### config.mk
export PLATFORM = sky130hd
export DESIGN_NAME = hostcpu_bram_bridge
export DESIGN_NICKNAME = d
export VERILOG_FILES = /design/src/rtl/hostcpu_bram_pkg.sv /design/src/rtl/hostcpu_prefetch_buf.sv /design/src/rtl/hostcpu_bram_bridge.sv
export SDC_FILE = /design/constraint.sdc
export NUM_CORES = 1
export LEC_CHECK = 0
export CAP_MARGIN = 20
export CORE_ASPECT_RATIO = 0.9
export CORE_MARGIN = 2
export CORE_UTILIZATION = 45
export CTS_CLUSTER_DIAMETER = 150
export DETAILED_ROUTE_END_ITERATION = 10
export HOLD_SLACK_MARGIN = 0.02
export PLACE_DENSITY_LB_ADDON = 0.12
export SLEW_MARGIN = 30
export SYNTH_ARGS = -nofsm -noshare
export SYNTH_HDL_FRONTEND = slang
export SYNTH_SLANG_ARGS = --single-unit
export TNS_END_PERCENT = 10
### constraint.sdc
create_clock -name i_clk -period 3.2 [get_ports i_clk]
set_input_delay 0.32 -clock i_clk [delete_from_list [all_inputs] [get_ports i_clk]]
set_output_delay 0.32 -clock i_clk [all_outputs]
set_load 0.05 [all_outputs]
### src/rtl/hostcpu_bram_pkg.sv
// Shared definitions for the host-CPU to BRAM bridge.
// The BRAM returns read data one cycle after the address is presented.
package hostcpu_bram_pkg;

  typedef enum logic [1:0] {
    ST_IDLE    = 2'd0,
    ST_RD_WAIT = 2'd1,
    ST_ACK     = 2'd2
  } state_t;

  localparam int BRAM_RD_LATENCY = 1;

endpackage

### src/rtl/hostcpu_prefetch_buf.sv
// One-word sequential prefetch on BRAM port 2, with hit compare and write invalidate.
// A fill lands one cycle after issue; a fill is dropped if the target word is written meanwhile.
module hostcpu_prefetch_buf
  import hostcpu_bram_pkg::*;
#(
  parameter int WA = 14
) (
  input  logic          i_clk,
  input  logic          i_reset_n,
  input  logic [WA-1:0] i_lookup_addr,
  input  logic          i_rd_issue,
  input  logic          i_wr_inval,
  input  logic [31:0]   i_q2,
  output logic          o_hit,
  output logic [31:0]   o_pf_data,
  output logic [WA-1:0] o_ram_addr2
);

  logic [WA-1:0] r_pf_addr;
  logic [31:0]   r_pf_data;
  logic          r_pf_valid;
  logic          r_pf_pending;
  logic [WA-1:0] r_pend_addr;
  logic [WA-1:0] w_next_addr;
  logic          w_pend_cancel;

  assign w_next_addr   = i_lookup_addr + WA'(1);
  assign w_pend_cancel = i_wr_inval && (r_pend_addr == i_lookup_addr);

  assign o_hit       = r_pf_valid && (r_pf_addr == i_lookup_addr);
  assign o_pf_data   = r_pf_data;
  // Port 2 must see the address on the accepting edge so q2 is ready one edge later.
  assign o_ram_addr2 = i_rd_issue ? w_next_addr : r_pend_addr;

  always_ff @(posedge i_clk) begin
    if (!i_reset_n) begin
      r_pf_addr    <= '0;
      r_pf_data    <= '0;
      r_pf_valid   <= 1'b0;
      r_pf_pending <= 1'b0;
      r_pend_addr  <= '0;
    end else begin
      if (i_wr_inval && r_pf_valid && (r_pf_addr == i_lookup_addr))
        r_pf_valid <= 1'b0;
      if (i_rd_issue) begin
        r_pf_pending <= 1'b1;
        r_pend_addr  <= w_next_addr;
      end else if (r_pf_pending) begin
        r_pf_pending <= 1'b0;
        if (!w_pend_cancel) begin
          r_pf_data  <= i_q2;
          r_pf_addr  <= r_pend_addr;
          r_pf_valid <= 1'b1;
        end
      end
    end
  end

endmodule

### src/rtl/hostcpu_bram_bridge.sv
// CPU req/ack to BRAM bridge: writes and prefetch hits ack one cycle after acceptance, misses two.
// One access in flight; cpu_req is only sampled in IDLE, so the CPU is stalled until ack.
module hostcpu_bram_bridge
  import hostcpu_bram_pkg::*;
#(
  parameter int WORD_ADDR_WIDTH = 14,
  parameter int PREFETCH        = 1,
  parameter int CNT_WIDTH       = 16
) (
  input  logic                       i_clk,
  input  logic                       i_reset_n,
  input  logic                       i_cpu_req,
  input  logic                       i_cpu_wr,
  input  logic [WORD_ADDR_WIDTH+1:0] i_cpu_addr,
  input  logic [3:0]                 i_cpu_bytesel,
  input  logic [31:0]                i_cpu_wdata,
  output logic [31:0]                o_cpu_rdata,
  output logic                       o_cpu_ack,
  output logic [WORD_ADDR_WIDTH-1:0] o_ram_addr,
  output logic [31:0]                o_ram_d,
  output logic                       o_ram_we,
  output logic [3:0]                 o_ram_bytesel,
  input  logic [31:0]                i_ram_q,
  output logic [WORD_ADDR_WIDTH-1:0] o_ram_addr2,
  input  logic [31:0]                i_ram_q2,
  output logic                       o_ram_we2,
  output logic [31:0]                o_ram_d2,
  output logic [3:0]                 o_ram_bytesel2,
  output logic [CNT_WIDTH-1:0]       o_rd_count,
  output logic [CNT_WIDTH-1:0]       o_hit_count
);

  localparam int WA = WORD_ADDR_WIDTH;

  state_t         r_state, w_state_nxt;
  logic [WA-1:0]  w_word;
  logic           w_accept, w_wr_issue, w_rd_issue, w_rd_hit, w_wr_inval;
  logic           w_hit, w_ack, w_rd_done;
  logic [31:0]    w_pf_data;
  logic [WA-1:0]  r_ram_addr;
  logic [31:0]    r_ram_d, r_cpu_rdata;
  logic           r_ram_we;
  logic [3:0]     r_ram_bytesel;
  logic [CNT_WIDTH-1:0] r_rd_count, r_hit_count;
  logic           w_unused;

  assign w_word     = i_cpu_addr[WA+1:2];
  assign w_accept   = (r_state == ST_IDLE) && i_cpu_req && i_reset_n;
  assign w_wr_issue = w_accept && i_cpu_wr;
  assign w_rd_issue = w_accept && !i_cpu_wr;
  assign w_rd_hit   = w_rd_issue && w_hit;
  assign w_wr_inval = w_wr_issue && (i_cpu_bytesel != 4'b0000);
  assign w_rd_done  = w_rd_hit || (r_state == ST_RD_WAIT);
  assign w_unused   = &{1'b0, i_cpu_addr[1:0], i_ram_q2};

  generate
    if (PREFETCH != 0) begin : g_pf
      hostcpu_prefetch_buf #(.WA(WA)) u_pf (
        .i_clk         (i_clk),
        .i_reset_n     (i_reset_n),
        .i_lookup_addr (w_word),
        .i_rd_issue    (w_rd_issue),
        .i_wr_inval    (w_wr_inval),
        .i_q2          (i_ram_q2),
        .o_hit         (w_hit),
        .o_pf_data     (w_pf_data),
        .o_ram_addr2   (o_ram_addr2)
      );
    end else begin : g_no_pf
      assign w_hit       = 1'b0;
      assign w_pf_data   = '0;
      assign o_ram_addr2 = '0;
    end
  endgenerate

  always_ff @(posedge i_clk) begin
    if (!i_reset_n) r_state <= ST_IDLE;
    else            r_state <= w_state_nxt;
  end

  always_comb begin
    w_state_nxt = r_state;
    case (r_state)
      ST_IDLE: begin
        if (w_wr_issue || w_rd_hit) w_state_nxt = ST_ACK;
        else if (w_rd_issue)        w_state_nxt = ST_RD_WAIT;
      end
      ST_RD_WAIT: w_state_nxt = ST_ACK;
      ST_ACK:     w_state_nxt = ST_IDLE;
      default:    w_state_nxt = ST_IDLE;
    endcase
  end

  always_comb begin
    w_ack = 1'b0;
    if (r_state == ST_ACK) w_ack = 1'b1;
  end

  always_ff @(posedge i_clk) begin
    if (!i_reset_n) begin
      r_ram_addr    <= '0;
      r_ram_d       <= '0;
      r_ram_we      <= 1'b0;
      r_ram_bytesel <= '0;
      r_cpu_rdata   <= '0;
      r_rd_count    <= '0;
      r_hit_count   <= '0;
    end else begin
      r_ram_we      <= w_wr_issue;
      r_ram_d       <= w_wr_issue ? i_cpu_wdata : '0;
      r_ram_bytesel <= w_wr_issue ? i_cpu_bytesel : '0;
      if (w_accept) r_ram_addr <= w_word;
      if (w_rd_hit)                      r_cpu_rdata <= w_pf_data;
      else if (r_state == ST_RD_WAIT)    r_cpu_rdata <= i_ram_q;
      if (w_rd_done && (r_rd_count != '1))
        r_rd_count <= r_rd_count + CNT_WIDTH'(1);
      if (w_rd_hit && (r_hit_count != '1))
        r_hit_count <= r_hit_count + CNT_WIDTH'(1);
    end
  end

  // A read miss drives the word address combinationally so BRAM data is ready in RD_WAIT.
  assign o_ram_addr     = w_rd_issue ? w_word : r_ram_addr;
  assign o_ram_d        = r_ram_d;
  assign o_ram_we       = r_ram_we;
  assign o_ram_bytesel  = r_ram_bytesel;
  assign o_cpu_rdata    = r_cpu_rdata;
  assign o_cpu_ack      = w_ack;
  assign o_ram_we2      = 1'b0;
  assign o_ram_d2       = '0;
  assign o_ram_bytesel2 = '0;
  assign o_rd_count     = r_rd_count;
  assign o_hit_count    = r_hit_count;

endmodule
==> flow_summary_export.csv <==
group,metric,value,unit
run_status,outcome,"finished clean",
timing,tightest_slew,888.0,ps
placement,place_area,0.01062,mm2
critical_path,timing.rr.start,"o_rd_count[8]",
synthesis,yosys-top-cells-area,"dfxtp_1 (46%), nand2_1 (7.3%), mux2i_1 (4.7%), o21ai_0 (4.6%), nand3_1 (4.1%)",
synthesis,synth-seq-cells,179,
floorplan,fp.coreArea,0.01700,mm2
floorplan,start_util,0.4623,
floorplan,num_rows,45,
critical_path,critPathLaunchType,"input pin",
power_and_ir_drop,comb_power_share,0.162,
grt,grt_first_pass_wirelength,33400,um
timing,whs,455.2,ps
floorplan,die_width,143.3,um
timing,fin_setup_tns,0,ps
power_and_ir_drop,p_clk_frac,0.406,
routing,avgRoutedWirePerCell,15.20,um
critical_path,crit_required,2880,ps
finish,area_growth,42.85,%
synthesis,yosysTopAreaCellShare,0.4558,
cts,post_cts_buffers,0,
cts,cts_tree,"yes",
finish,fin_nets,1270,
synthesis,syn_inst,936,
timing,slew_headroom,0.4080,
synthesis,synth_top_area_cell,"dfxtp_1",
grt,grt_overflow,0,
cts,insertion_delay,430,ps
finish,diodes,0,
routing,dr_total_vias,7140,
synthesis,ys_seq_area_frac,0.4558,
routing,vias_per_cell,5.118,
grt,antenna_found_initial,0,
power_and_ir_drop,switching_power,1527,uW
floorplan,die_h,129.4,um
routing,dr.first_iter.drc_count,384,
cts,clockRootBuffer,"clkbuf_16",
synthesis,synth_area,0.007861,mm2
cts,cts_resized,0,
timing,clock_skew,11.15,ps
placement,place_congestion,0.8385,
power_and_ir_drop,seqPwrFrac,0.432,
critical_path,reg2reg_depth,6,
cts,clk_pin_slew,70,ps
placement,portBuffers,247,
timing,finalCritPeriodShare,0.8957,
critical_path,crit_type,"input pin to output port",
timing,slew_violations,0,
synthesis,synth.distinct_cells,43,
finish,utilization,0.6604,
synthesis,ys.warnings.count,0,
critical_path,crit_arrival,2550,ps
hold_path,whs_path_depth,2,
placement,dpl.hpwl,14550,um
cts,ctsLongestPathBuffers,2,
critical_path,rrSetupSlack,730,ps
timing,setup_viol_count_final,0,
critical_path,r2r_end,"o_rd_count[5]",
routing,remaining_drc_errors,0,
timing,period_needed,2866,ps
job,maxCapViolCount,0,
power_and_ir_drop,leakagePower,0.004246,uW
finish,drive_above_1_share,0.08103,
cts,clock_sinks,179,
floorplan,io_pins,287,
power_and_ir_drop,peakVddDrop,0.3836,mV
synthesis,synth-async-reset-ratio,0,
routing,wl,21200,um
timing,rsz0062_at_grt,"no",
power_and_ir_drop,internal_power,3830,uW
grt,grt_pass1_vias,6486,
timing,hold_viol,0,
cts,cts_hold_buffers,0,
synthesis,syn_area_per_cell,8.399,um2
critical_path,path_max_fanout,9,
routing,drt_first_pass_iters,5,
cts,numCtsBuffers,17,
finish,design_area,0.01123,mm2
grt,track_usage,0.2258,
synthesis,synth_ff_type,"dfxtp_1",
synthesis,synth_edf_count,0,
cts,h-tree-depth,4,
power_and_ir_drop,switching_share,0.2850,
timing,fmax,0.3489,GHz
critical_path,endpoint_kind,"output port",
hold_path,min_to,"r_ram_addr[4]",
power_and_ir_drop,p_per_area,477.0,mW/mm2
routing,ant_nets,0,
hold_path,hold_start,"r_ram_addr[4]",
floorplan,dieArea,0.01854,mm2
hold_path,hp-class,"flop to flop",
grt,grt_max_degree,119,
[Yosys cell counts, drive strengths merged (2+ instances only)]
cell and number:
a211oi 36, a21oi 42, a31oi 2, and2 15, and3 41, and4 2
buf 60, clkbuf 53, dfxtp 179, ha 3, inv 7, mux2i 37
nand2 152, nand2b 5, nand3 65, nand4 17, nor2 56, nor2b 2
nor4 7, o2111ai 2, o21ai 73, o21bai 2, o31ai 5, or3 14
or4 8, or4b 2, xnor2 20, xor2 22
[routing by layer]
layer,share of wire,track usage,up-vias
li1,-,-,3573
met3,0.045,0.04176,17
met4,0.011,0.05940,0
met1,0.45,0.2989,3361
met2,0.50,0.3825,189
met5,0,0,-
[area by class of cell]
cell class / count / area [um2]
Fill cell: 1430 / 5774
Multi-Input combinational cell: 673 / 3784
Sequential cell: 179 / 3583
Timing Repair Buffer: 269 / 2932
Clock buffer: 17 / 425.4
Tap cell: 235 / 294.0
Clock inverter: 15 / 185.2
Inverter: 7 / 26.28
[through the flow]
stage                     setup WS [ps]  std cells  power, uW
final                             333.9       1395       5357
after floorplan                   684.2        972       2898
after CTS                         346.6       1395       5402
after detailed placement          270.3       1363       3233
after global placement            333.4       1363       3226
after global routing              226.1       1395       5550
[flip-flops by register name (all words and copies together), names as in the netlist]
signal and count:
g_pf.u_pf.o_pf_data 32, g_pf.u_pf.r_pend_addr 14, o_cpu_rdata 32, g_pf.u_pf.r_pf_addr 14, o_hit_count 16, o_ram_we 1, o_rd_count 16, r_ram_addr 14
g_pf.u_pf.r_pf_valid 1, o_ram_d 32, r_state 2, o_ram_bytesel 4, g_pf.u_pf.r_pf_pending 1
[worst max-delay path by stage]
stage,endpoint,cells past startpoint,start,slack [ps]
4_1_cts,o_ram_addr2[11],8,i_cpu_addr[4],350
5_1_grt,o_ram_addr2[11],8,i_cpu_addr[4],230
2_1_floorplan,o_ram_addr2[7],5,r_state[0],680
3_3_place_gp,o_rd_count[14],7,i_cpu_addr[4],330
3_5_place_dp,o_rd_count[14],7,i_cpu_addr[4],270
6_report,o_ram_addr2[11],8,i_cpu_addr[4],330
[worst max-delay path: stages]
cell and delay [ps]:
clkdlybuf4s50_1 710, and4_1 320, nand4_1 190, nor2_1 220, nand4_1 140, xor2_1 170
a21oi_1 290, buf_12 180
[cells in the final DEF (no fill, tap or decap), types with 17 or more instances in the layout]
master	netlist	final
clkdlybuf4s50_1	0	218
dfxtp_1	179	179
nand2_1	152	151
o21ai_0	73	73
nand3_1	65	65
nor2_1	56	56
a21oi_1	41	41
and3_1	41	41
mux2i_1	37	37
conb_1	1	37
a211oi_1	36	36
buf_12	0	29
xor2_1	22	22
buf_4	39	21
xnor2_1	18	18
clkbuf_16	0	17
[kinds of logic (layout without fill, tap and decap cells)]
logic type,count (synthesis),in the layout,synth area share
adder cells (fa/ha/maj),3,3,0.004775
buffers and inverters,120,308,0.08133
AO/OA/AOI/OAI,165,165,0.1222
XOR/XNOR,42,42,0.04870
AND/OR/NAND/NOR,389,389,0.2395
flip-flops,179,179,0.4558
multiplexers,37,37,0.04711
other,1,37,0.0004770
[power groups by stage]
stage	Combinational [uW]	Clock (uW)	Sequential, uW
after floorplan	442	0	2460
after global routing	915	2310	2320
final	867	2170	2320
after global placement	860	0	2370
after CTS	869	2220	2320
after detailed placement	865	0	2370
No activity file was read; power rests on OpenSTA's default activity.
